[src/rtl/rgb_pixel_fetch_pkg.sv]
// rgb_pixel_fetch_pkg: SRAM base address of the RGB frame and the fetcher/unpacker state types.
package rgb_pixel_fetch_pkg;
   localparam logic [17:0] RGB_BASE = 18'd146944;
   typedef enum logic [1:0] {S_RF_IDLE, S_RF_FETCH, S_RF_DRAIN, S_RF_DONE} RGB_fetch_state_type;
   typedef enum logic [1:0] {U_W0, U_W1, U_W2} RGB_unpack_state_type;
endpackage

[src/rtl/rgb_word_fifo.sv]
// rgb_word_fifo: 16-bit synchronous word FIFO; a push and pop together while empty pass the word straight through.
module rgb_word_fifo #(
   parameter int DEPTH = 4
) (
   input  logic                       clk_i,
   input  logic                       rst_n_i,
   input  logic                       push_i,
   input  logic [15:0]                data_i,
   input  logic                       pop_i,
   output logic [15:0]                data_o,
   output logic [$clog2(DEPTH+1)-1:0] count_o,
   output logic                       empty_o,
   output logic                       full_o
);
   localparam int AW = $clog2(DEPTH);
   localparam int CW = $clog2(DEPTH + 1);
   logic [15:0]   mem_q [DEPTH];
   logic [AW-1:0] wp_q, rp_q;
   logic [CW-1:0] count_q, count_d;
   logic          wr_en, rd_en;
   assign empty_o = count_q == '0;
   assign full_o  = count_q == CW'(DEPTH);
   assign count_o = count_q;
   assign data_o  = empty_o ? data_i : mem_q[rp_q];
   always_comb begin
      wr_en   = push_i && (empty_o ? !pop_i : (!full_o || pop_i));
      rd_en   = pop_i && !empty_o;
      count_d = count_q + CW'(wr_en) - CW'(rd_en);
   end
   always_ff @(posedge clk_i or negedge rst_n_i) begin
      if (!rst_n_i) begin
         wp_q    <= '0;
         rp_q    <= '0;
         count_q <= '0;
      end else begin
         wp_q    <= wr_en ? wp_q + AW'(1) : wp_q;
         rp_q    <= rd_en ? rp_q + AW'(1) : rp_q;
         count_q <= count_d;
      end
   end
   always_ff @(posedge clk_i)
      if (wr_en) mem_q[wp_q] <= data_i;
endmodule

[src/rtl/rgb_pixel_fetch.sv]
// rgb_pixel_fetch: streams the packed RGB frame out of SRAM, unpacking 3 words into 2 pixels on a valid/ready port.
// Define FRAME_CHECKSUM_EN to add frame_checksum, the mod-2^16 sum of R+G+B over the accepted frame.
module rgb_pixel_fetch #(
   parameter int PIXELS_PER_ROW = 320,
   parameter int ROWS           = 240,
   parameter int FIFO_DEPTH     = 4,
   parameter int SRAM_LATENCY   = 2
) (
   input  logic        Clock,
   input  logic        Resetn,
   input  logic        Enable,
   output logic [17:0] SRAM_address,
   input  logic [15:0] SRAM_read_data,
   output logic [15:0] SRAM_write_data,
   output logic        SRAM_we_n,
   output logic        pixel_valid,
   input  logic        pixel_ready,
   output logic [7:0]  pixel_R,
   output logic [7:0]  pixel_G,
   output logic [7:0]  pixel_B,
   output logic        frame_start,
   output logic        line_end,
   output logic        Done
`ifdef FRAME_CHECKSUM_EN
   ,output logic [15:0] frame_checksum
`endif
);
   import rgb_pixel_fetch_pkg::*;
   localparam int N_WORDS = ROWS * PIXELS_PER_ROW * 3 / 2;
   localparam int CW = $clog2(FIFO_DEPTH + 1);
   RGB_fetch_state_type     fs_q, fs_d;
   RGB_unpack_state_type    us_q, us_d;
   logic [16:0]             wcnt_q, wcnt_d;
   logic [17:0]             addr_q, addr_d;
   logic [SRAM_LATENCY-1:0] vld_q;
   logic [15:0]             hold_q, hold_d;
   logic                    pv_q, pv_d;
   logic [7:0]              r_q, r_d, g_q, g_d, b_q, b_d, row_q, row_d;
   logic [8:0]              col_q, col_d;
   logic [15:0]             fifo_data;
   logic [CW-1:0]           fifo_cnt;
   logic                    fifo_empty, fifo_full, push, pop, issue, accept, last_col, last_acc, start;
   // Credit covers both buffered words and reads still in the SRAM pipe, so the FIFO can never overflow.
   assign push     = vld_q[SRAM_LATENCY-1];
   assign issue    = fs_q == S_RF_FETCH && !fifo_full && (int'(fifo_cnt) + $countones(vld_q) < FIFO_DEPTH);
   assign accept   = pv_q && pixel_ready;
   assign pop      = (!fifo_empty || push) && (!pv_q || pixel_ready);
   assign last_col = col_q == 9'(PIXELS_PER_ROW - 1);
   assign last_acc = accept && last_col && row_q == 8'(ROWS - 1);
   assign start    = fs_q == S_RF_IDLE && Enable;
   rgb_word_fifo #(.DEPTH(FIFO_DEPTH)) u_fifo (
      .clk_i(Clock), .rst_n_i(Resetn), .push_i(push), .data_i(SRAM_read_data), .pop_i(pop),
      .data_o(fifo_data), .count_o(fifo_cnt), .empty_o(fifo_empty), .full_o(fifo_full)
   );
   always_comb begin
      fs_d   = fs_q;
      wcnt_d = start ? 17'd0 : wcnt_q;
      addr_d = addr_q;
      case (fs_q)
         S_RF_IDLE:  fs_d = Enable ? S_RF_FETCH : S_RF_IDLE;
         S_RF_FETCH: fs_d = (issue && wcnt_q == 17'(N_WORDS - 1)) ? S_RF_DRAIN : S_RF_FETCH;
         S_RF_DRAIN: fs_d = last_acc ? S_RF_DONE : S_RF_DRAIN;
         default:    fs_d = S_RF_IDLE;
      endcase
      if (issue) begin
         addr_d = RGB_BASE + 18'(wcnt_q);
         wcnt_d = wcnt_q + 17'd1;
      end
   end
   // w0={R_e,G_e} w1={B_e,R_o} w2={G_o,B_o}; R_o waits in hold_q[7:0] until w2 arrives.
   always_comb begin
      us_d   = us_q;
      hold_d = hold_q;
      pv_d   = accept ? 1'b0 : pv_q;
      r_d    = r_q;
      g_d    = g_q;
      b_d    = b_q;
      if (pop) begin
         case (us_q)
            U_W0: begin
               us_d   = U_W1;
               hold_d = fifo_data;
            end
            U_W1: begin
               us_d        = U_W2;
               hold_d[7:0] = fifo_data[7:0];
               pv_d        = 1'b1;
               r_d         = hold_q[15:8];
               g_d         = hold_q[7:0];
               b_d         = fifo_data[15:8];
            end
            default: begin
               us_d = U_W0;
               pv_d = 1'b1;
               r_d  = hold_q[7:0];
               g_d  = fifo_data[15:8];
               b_d  = fifo_data[7:0];
            end
         endcase
      end
      col_d = accept ? (last_col ? 9'd0 : col_q + 9'd1) : col_q;
      row_d = (accept && last_col) ? (row_q == 8'(ROWS - 1) ? 8'd0 : row_q + 8'd1) : row_q;
   end
   always_ff @(posedge Clock or negedge Resetn) begin
      if (!Resetn) begin
         fs_q   <= S_RF_IDLE;
         us_q   <= U_W0;
         wcnt_q <= '0;
         addr_q <= '0;
         vld_q  <= '0;
         hold_q <= '0;
         pv_q   <= 1'b0;
         r_q    <= '0;
         g_q    <= '0;
         b_q    <= '0;
         col_q  <= '0;
         row_q  <= '0;
      end else begin
         fs_q   <= fs_d;
         us_q   <= us_d;
         wcnt_q <= wcnt_d;
         addr_q <= addr_d;
         vld_q  <= {vld_q[SRAM_LATENCY-2:0], issue};
         hold_q <= hold_d;
         pv_q   <= pv_d;
         r_q    <= r_d;
         g_q    <= g_d;
         b_q    <= b_d;
         col_q  <= col_d;
         row_q  <= row_d;
      end
   end
`ifdef FRAME_CHECKSUM_EN
   logic [15:0] sum_q, sum_d;
   assign sum_d = start ? 16'd0 : accept ? sum_q + 16'(r_q) + 16'(g_q) + 16'(b_q) : sum_q;
   always_ff @(posedge Clock or negedge Resetn)
      if (!Resetn) sum_q <= '0;
      else sum_q <= sum_d;
   assign frame_checksum = sum_q;
`endif
   assign SRAM_address    = addr_q;
   assign SRAM_write_data = 16'd0;
   assign SRAM_we_n       = 1'b1;
   assign pixel_valid     = pv_q;
   assign pixel_R         = r_q;
   assign pixel_G         = g_q;
   assign pixel_B         = b_q;
   assign frame_start     = pv_q && col_q == 9'd0 && row_q == 8'd0;
   assign line_end        = pv_q && last_col;
   assign Done            = fs_q == S_RF_DONE;
endmodule
[config.mk]
export PLATFORM = sky130hd
export DESIGN_NAME = rgb_pixel_fetch
export DESIGN_NICKNAME = d
export VERILOG_FILES = /design/src/rtl/rgb_pixel_fetch_pkg.sv /design/src/rtl/rgb_word_fifo.sv /design/src/rtl/rgb_pixel_fetch.sv
export SDC_FILE = /design/constraint.sdc
export NUM_CORES = 1
export LEC_CHECK = 0
export CAP_MARGIN = 20
export CORE_ASPECT_RATIO = 0.5
export CORE_MARGIN = 10
export CORE_UTILIZATION = 52
export CTS_CLUSTER_SIZE = 20
export DETAILED_ROUTE_END_ITERATION = 10
export PLACE_DENSITY = 0.74
export RECOVER_POWER = 100
export SETUP_SLACK_MARGIN = 0.1
export SKIP_LAST_GASP = 1
export SYNTH_ARGS = -nofsm -noshare
export SYNTH_HDL_FRONTEND = slang
export SYNTH_SLANG_ARGS = --single-unit
export TNS_END_PERCENT = 10
[constraint.sdc]
create_clock -name Clock -period 7.8 [get_ports Clock]
set_clock_uncertainty 0.1 [all_clocks]
set_input_delay 2.34 -clock Clock [delete_from_list [all_inputs] [get_ports Clock]]
set_output_delay 2.34 -clock Clock [all_outputs]
set_load 0.01 [all_outputs]
==> impl_metrics.json <==
{
  "timing.critical_path.to_type": "async pin",
  "cp_data_arrival_time_ns": 5.34,
  "grt_pass1_wl_um": 25710,
  "leakage_dissipation_nw": 3.834,
  "grt_antenna_before_repair": 0,
  "start_util_pct": 52.86,
  "place.detailed.instances": 890,
  "die_w_um": 191.3,
  "gp_congestion": 0.8183,
  "synthesis.area_per_instance_um2": 11.63,
  "timing.hold.ws_ns": 0.2973,
  "critical_path_cell_count": 2,
  "timing.final.max_slew_violations": 143,
  "postRouteWirelength_um": 15590,
  "required_time_of_the_worst_setup_path_ns": 7.95,
  "utilization_pct": 61.85,
  "worstPathMaxFanout": 65,
  "worstHoldPathType": "reg -> reg",
  "vias": 4956,
  "max_freq_mhz": 192.3,
  "final_design_area_no_fill_mm2": 0.008925,
  "clock_insertion_delay_worst_skew_ns": 0.42,
  "postSynthCellCount": 656,
  "layout_min_cycle_time_ns": 5.199,
  "failed_checks": "max-capacitance violations, max-slew violations",
  "dp_hpwl_um": 10360,
  "rr_worst_depth": 8,
  "finalHoldViolCount": 0,
  "vdd.ir_drop.worst_mv": 0.1685,
  "postSynth.asyncResetShare_pct": 62.35,
  "cts-hold-fix-buffers": 0,
  "global_route.overflow_total": 0,
  "critical-path-slowest-cell": "sky130_fd_sc_hd__clkbuf_1",
  "fin_ws_ns": 2.601,
  "maxSlewHeadroom_pct": -49.82,
  "synth.ff_latch_count": 170,
  "std_cell_rows": 31,
  "post_dp_cell_area_mm2": 0.008318,
  "synth.most_common_cell": "sky130_fd_sc_hd__nand2_1",
  "maxCapViolations": 3,
  "design.portCount": 83,
  "cts.root.buffer_cell": "sky130_fd_sc_hd__clkbuf_16",
  "final_setup_viols": 0,
  "netlist_top_cells_count": "115 x sky130_fd_sc_hd__nand2_1, 106 x sky130_fd_sc_hd__dfrtp_1, 64 x sky130_fd_sc_hd__edfxtp_1",
  "yosysTopAreaCell": "sky130_fd_sc_hd__dfrtp_1",
  "syn-cell-area_mm2": 0.007627,
  "crit_path_cell_trace": "clkbuf_1 -> clkbuf_2",
  "reg2reg_setup_slack_ns": 2.93,
  "first_global_vias": 5012,
  "number_of_sinks_on_the_clock_net": 170,
  "detailedPlace.worstSlack_ns": 3.026,
  "yosys.area_share.simple_pct": 13.47,
  "finish.cell_count_without_fillers": 924,
  "area.growth.synth_to_final_pct": 17.01,
  "final_layout_size_suffix_gt1_share_pct": 7.713,
  "diode_insertion_count_for_antenna_repair": 0,
  "cp-start-kind": "input port",
  "yosys_warnings": 0,
  "grt_start_max_net_pins": 66,
  "power.density_cell_area_mw_per_mm2": 397.7,
  "crit_path_max_incr_delay_ns": 1.57,
  "clk_path_buf_depth": 2,
  "criticalPathCategory": "in -> async",
  "tritoncts": "done",
  "fin_tns_setup_ns": 0,
  "synth_top_family_by_area": "simple AND/OR/NAND/NOR gates",
  "cp_top_family": "buffers and inverters",
  "post_synth_num_cell_types": 51,
  "post_cts.resized_instances": 0,
  "worstReg2RegStart": "u_fifo.count_o[0]$_DFF_PN0_",
  "synthAdderAreaFrac_pct": 2.723,
  "dieArea_mm2": 0.02021,
  "core-area_mm2": 0.01443,
  "drt_iter0_markers": 383,
  "yosys.area.top_type_share_pct": 34.78,
  "cts.clk_slew.worst_paths_ns": 0.07,
  "floorplan.die.height_um": 105.6,
  "critical_path.n_buffers_inverters": 2,
  "holdCritStartpoint": "vld_q[0]$_DFF_PN0_",
  "hold-path-cell-count": 0,
  "post_synth_xor_area_fraction_pct": 2.411,
  "htreeDepth": 4,
  "r2r-end": "wcnt_q[13]$_DFFE_PN0P_",
  "portBuffers": 65,
  "design_power_total_mw": 3.549,
  "total_drc_errors_in_the_routed_layout": 0,
  "number_of_enable_flip_flop_cells_after_synthesis": 64,
  "top_cells_by_area_in_the_synthesized_netlist": "sky130_fd_sc_hd__dfrtp_1 35%, sky130_fd_sc_hd__edfxtp_1 25%, sky130_fd_sc_hd__nand2_1 5.7%",
  "firstDrtPassIters": 5,
  "rsz0062_at_grt": "false",
  "most_used_dff_post_synth": "sky130_fd_sc_hd__dfrtp_1",
  "holdPathEnd": "vld_q[1]$_DFF_PN0_",
  "finalNetCount": 749,
  "cts_setup_buffers": 0,
  "run_status": "finished with violations",
  "timing.final.crit_share_pct": 66.66,
  "post_synth_mux_area_share_pct": 8.858,
  "routed_via_density": 5.364,
  "synth-compound-area-share_pct": 7.694,
  "grt_util_all_layers_pct": 15.73,
  "worst-slew-pin-transition_ns": 2.247,
  "synth_sequential_area_ratio_pct": 59.97,
  "cts_inserted_buffers": 17,
  "drt-wirelength-per-cell_um": 16.87,
  "number_of_routed_nets_with_antenna_violations": 0
}
## report_power, final
part           switching [mW]  internal (mW)
Combinational           0.730          0.528
Sequential              0.207           1.23
Clock                   0.347          0.509
Total                    1.28           2.27
## registers in the layout (all words and copies together), names as in the netlist
signal and count:
SRAM_address 18, col_q 9, fs_q 2, hold_q 16, pixel_B 8, pixel_G 8, pixel_R 8, pixel_valid 1
row_q 8, u_fifo.count_o 3, u_fifo.mem_q 64, u_fifo.rp_q 2, u_fifo.wp_q 2, us_q 2, vld_q 2, wcnt_q 17
## cell families (layout without fill, tap and decap cells)
family | after synthesis | in the layout
other | 2 | 17
AOI/OAI and AO/OA | 100 | 100
DFF | 170 | 170
and+or+nand+nor | 232 | 232
xor gates and xnor gates | 21 | 21
buffers and inverters | 68 | 123
adders and majority gates | 16 | 16
muxes | 47 | 47
## cell usage in the layout, fill, tap and decap left out, types with 2 or more instances in the layout
master and count:
sky130_fd_sc_hd__a211o_1 3, sky130_fd_sc_hd__a21oi_1 16, sky130_fd_sc_hd__a31oi_1 10, sky130_fd_sc_hd__a41o_1 2, sky130_fd_sc_hd__a41oi_1 2, sky130_fd_sc_hd__and2_0 5
sky130_fd_sc_hd__and2_1 4, sky130_fd_sc_hd__and3_1 9, sky130_fd_sc_hd__buf_8 2, sky130_fd_sc_hd__bufinv_16 2, sky130_fd_sc_hd__clkbuf_1 5, sky130_fd_sc_hd__clkbuf_16 18
sky130_fd_sc_hd__clkbuf_8 2, sky130_fd_sc_hd__clkinv_2 4, sky130_fd_sc_hd__conb_1 17, sky130_fd_sc_hd__dfrtp_1 106, sky130_fd_sc_hd__dlygate4sd3_1 64, sky130_fd_sc_hd__edfxtp_1 64
sky130_fd_sc_hd__ha_1 15, sky130_fd_sc_hd__inv_1 20, sky130_fd_sc_hd__inv_6 2, sky130_fd_sc_hd__mux2_2 4, sky130_fd_sc_hd__mux2i_1 27, sky130_fd_sc_hd__mux4_2 16
sky130_fd_sc_hd__nand2_1 115, sky130_fd_sc_hd__nand2b_1 3, sky130_fd_sc_hd__nand3_1 19, sky130_fd_sc_hd__nand4_1 10, sky130_fd_sc_hd__nor2_1 45, sky130_fd_sc_hd__nor3_1 10
sky130_fd_sc_hd__nor4_1 3, sky130_fd_sc_hd__o211ai_1 2, sky130_fd_sc_hd__o21ai_0 53, sky130_fd_sc_hd__o31a_1 2, sky130_fd_sc_hd__o31ai_1 4, sky130_fd_sc_hd__or3_1 4
sky130_fd_sc_hd__xnor2_1 12, sky130_fd_sc_hd__xor2_1 9
## layer usage
layer / GRT usage, % / part of all wire (%) / routed length, um
met1: 20.73 / 45 / 7057
met3: 4.079 / 6.3 / 987
met2: 25.16 / 47 / 7390
met5: 0 / 0 / 0
met4: 4.712 / 0.96 / 150
## worst max-delay path by stage
stage                                    start                       endpoint  slack [ns]
after global routing                    Resetn         pixel_R[3]$_DFFE_PN0P_        1.88
after detailed placement           pixel_ready  u_fifo.mem_q[1][13]$_DFFE_PP_        3.03
after CTS                 col_q[7]$_DFFE_PN0P_                       line_end        3.12
after global placement             pixel_ready  u_fifo.mem_q[1][13]$_DFFE_PP_        3.09
final                                   Resetn         pixel_R[3]$_DFFE_PN0P_        2.60
after floorplan                    pixel_ready    u_fifo.count_o[2]$_DFF_PN0_        3.84
## cell type report
type                            instances  area, um^2
Fill cell                            1157        5504
Clock inverter                         10       112.6
Clock buffer                           22       485.5
Tap cell                              198       247.7
Inverter                               21       80.08
Sequential cell                       170        4574
Timing Repair Buffer                   70       686.9
Multi-Input combinational cell        433        2738
No activity file was read; power rests on OpenSTA's default activity.
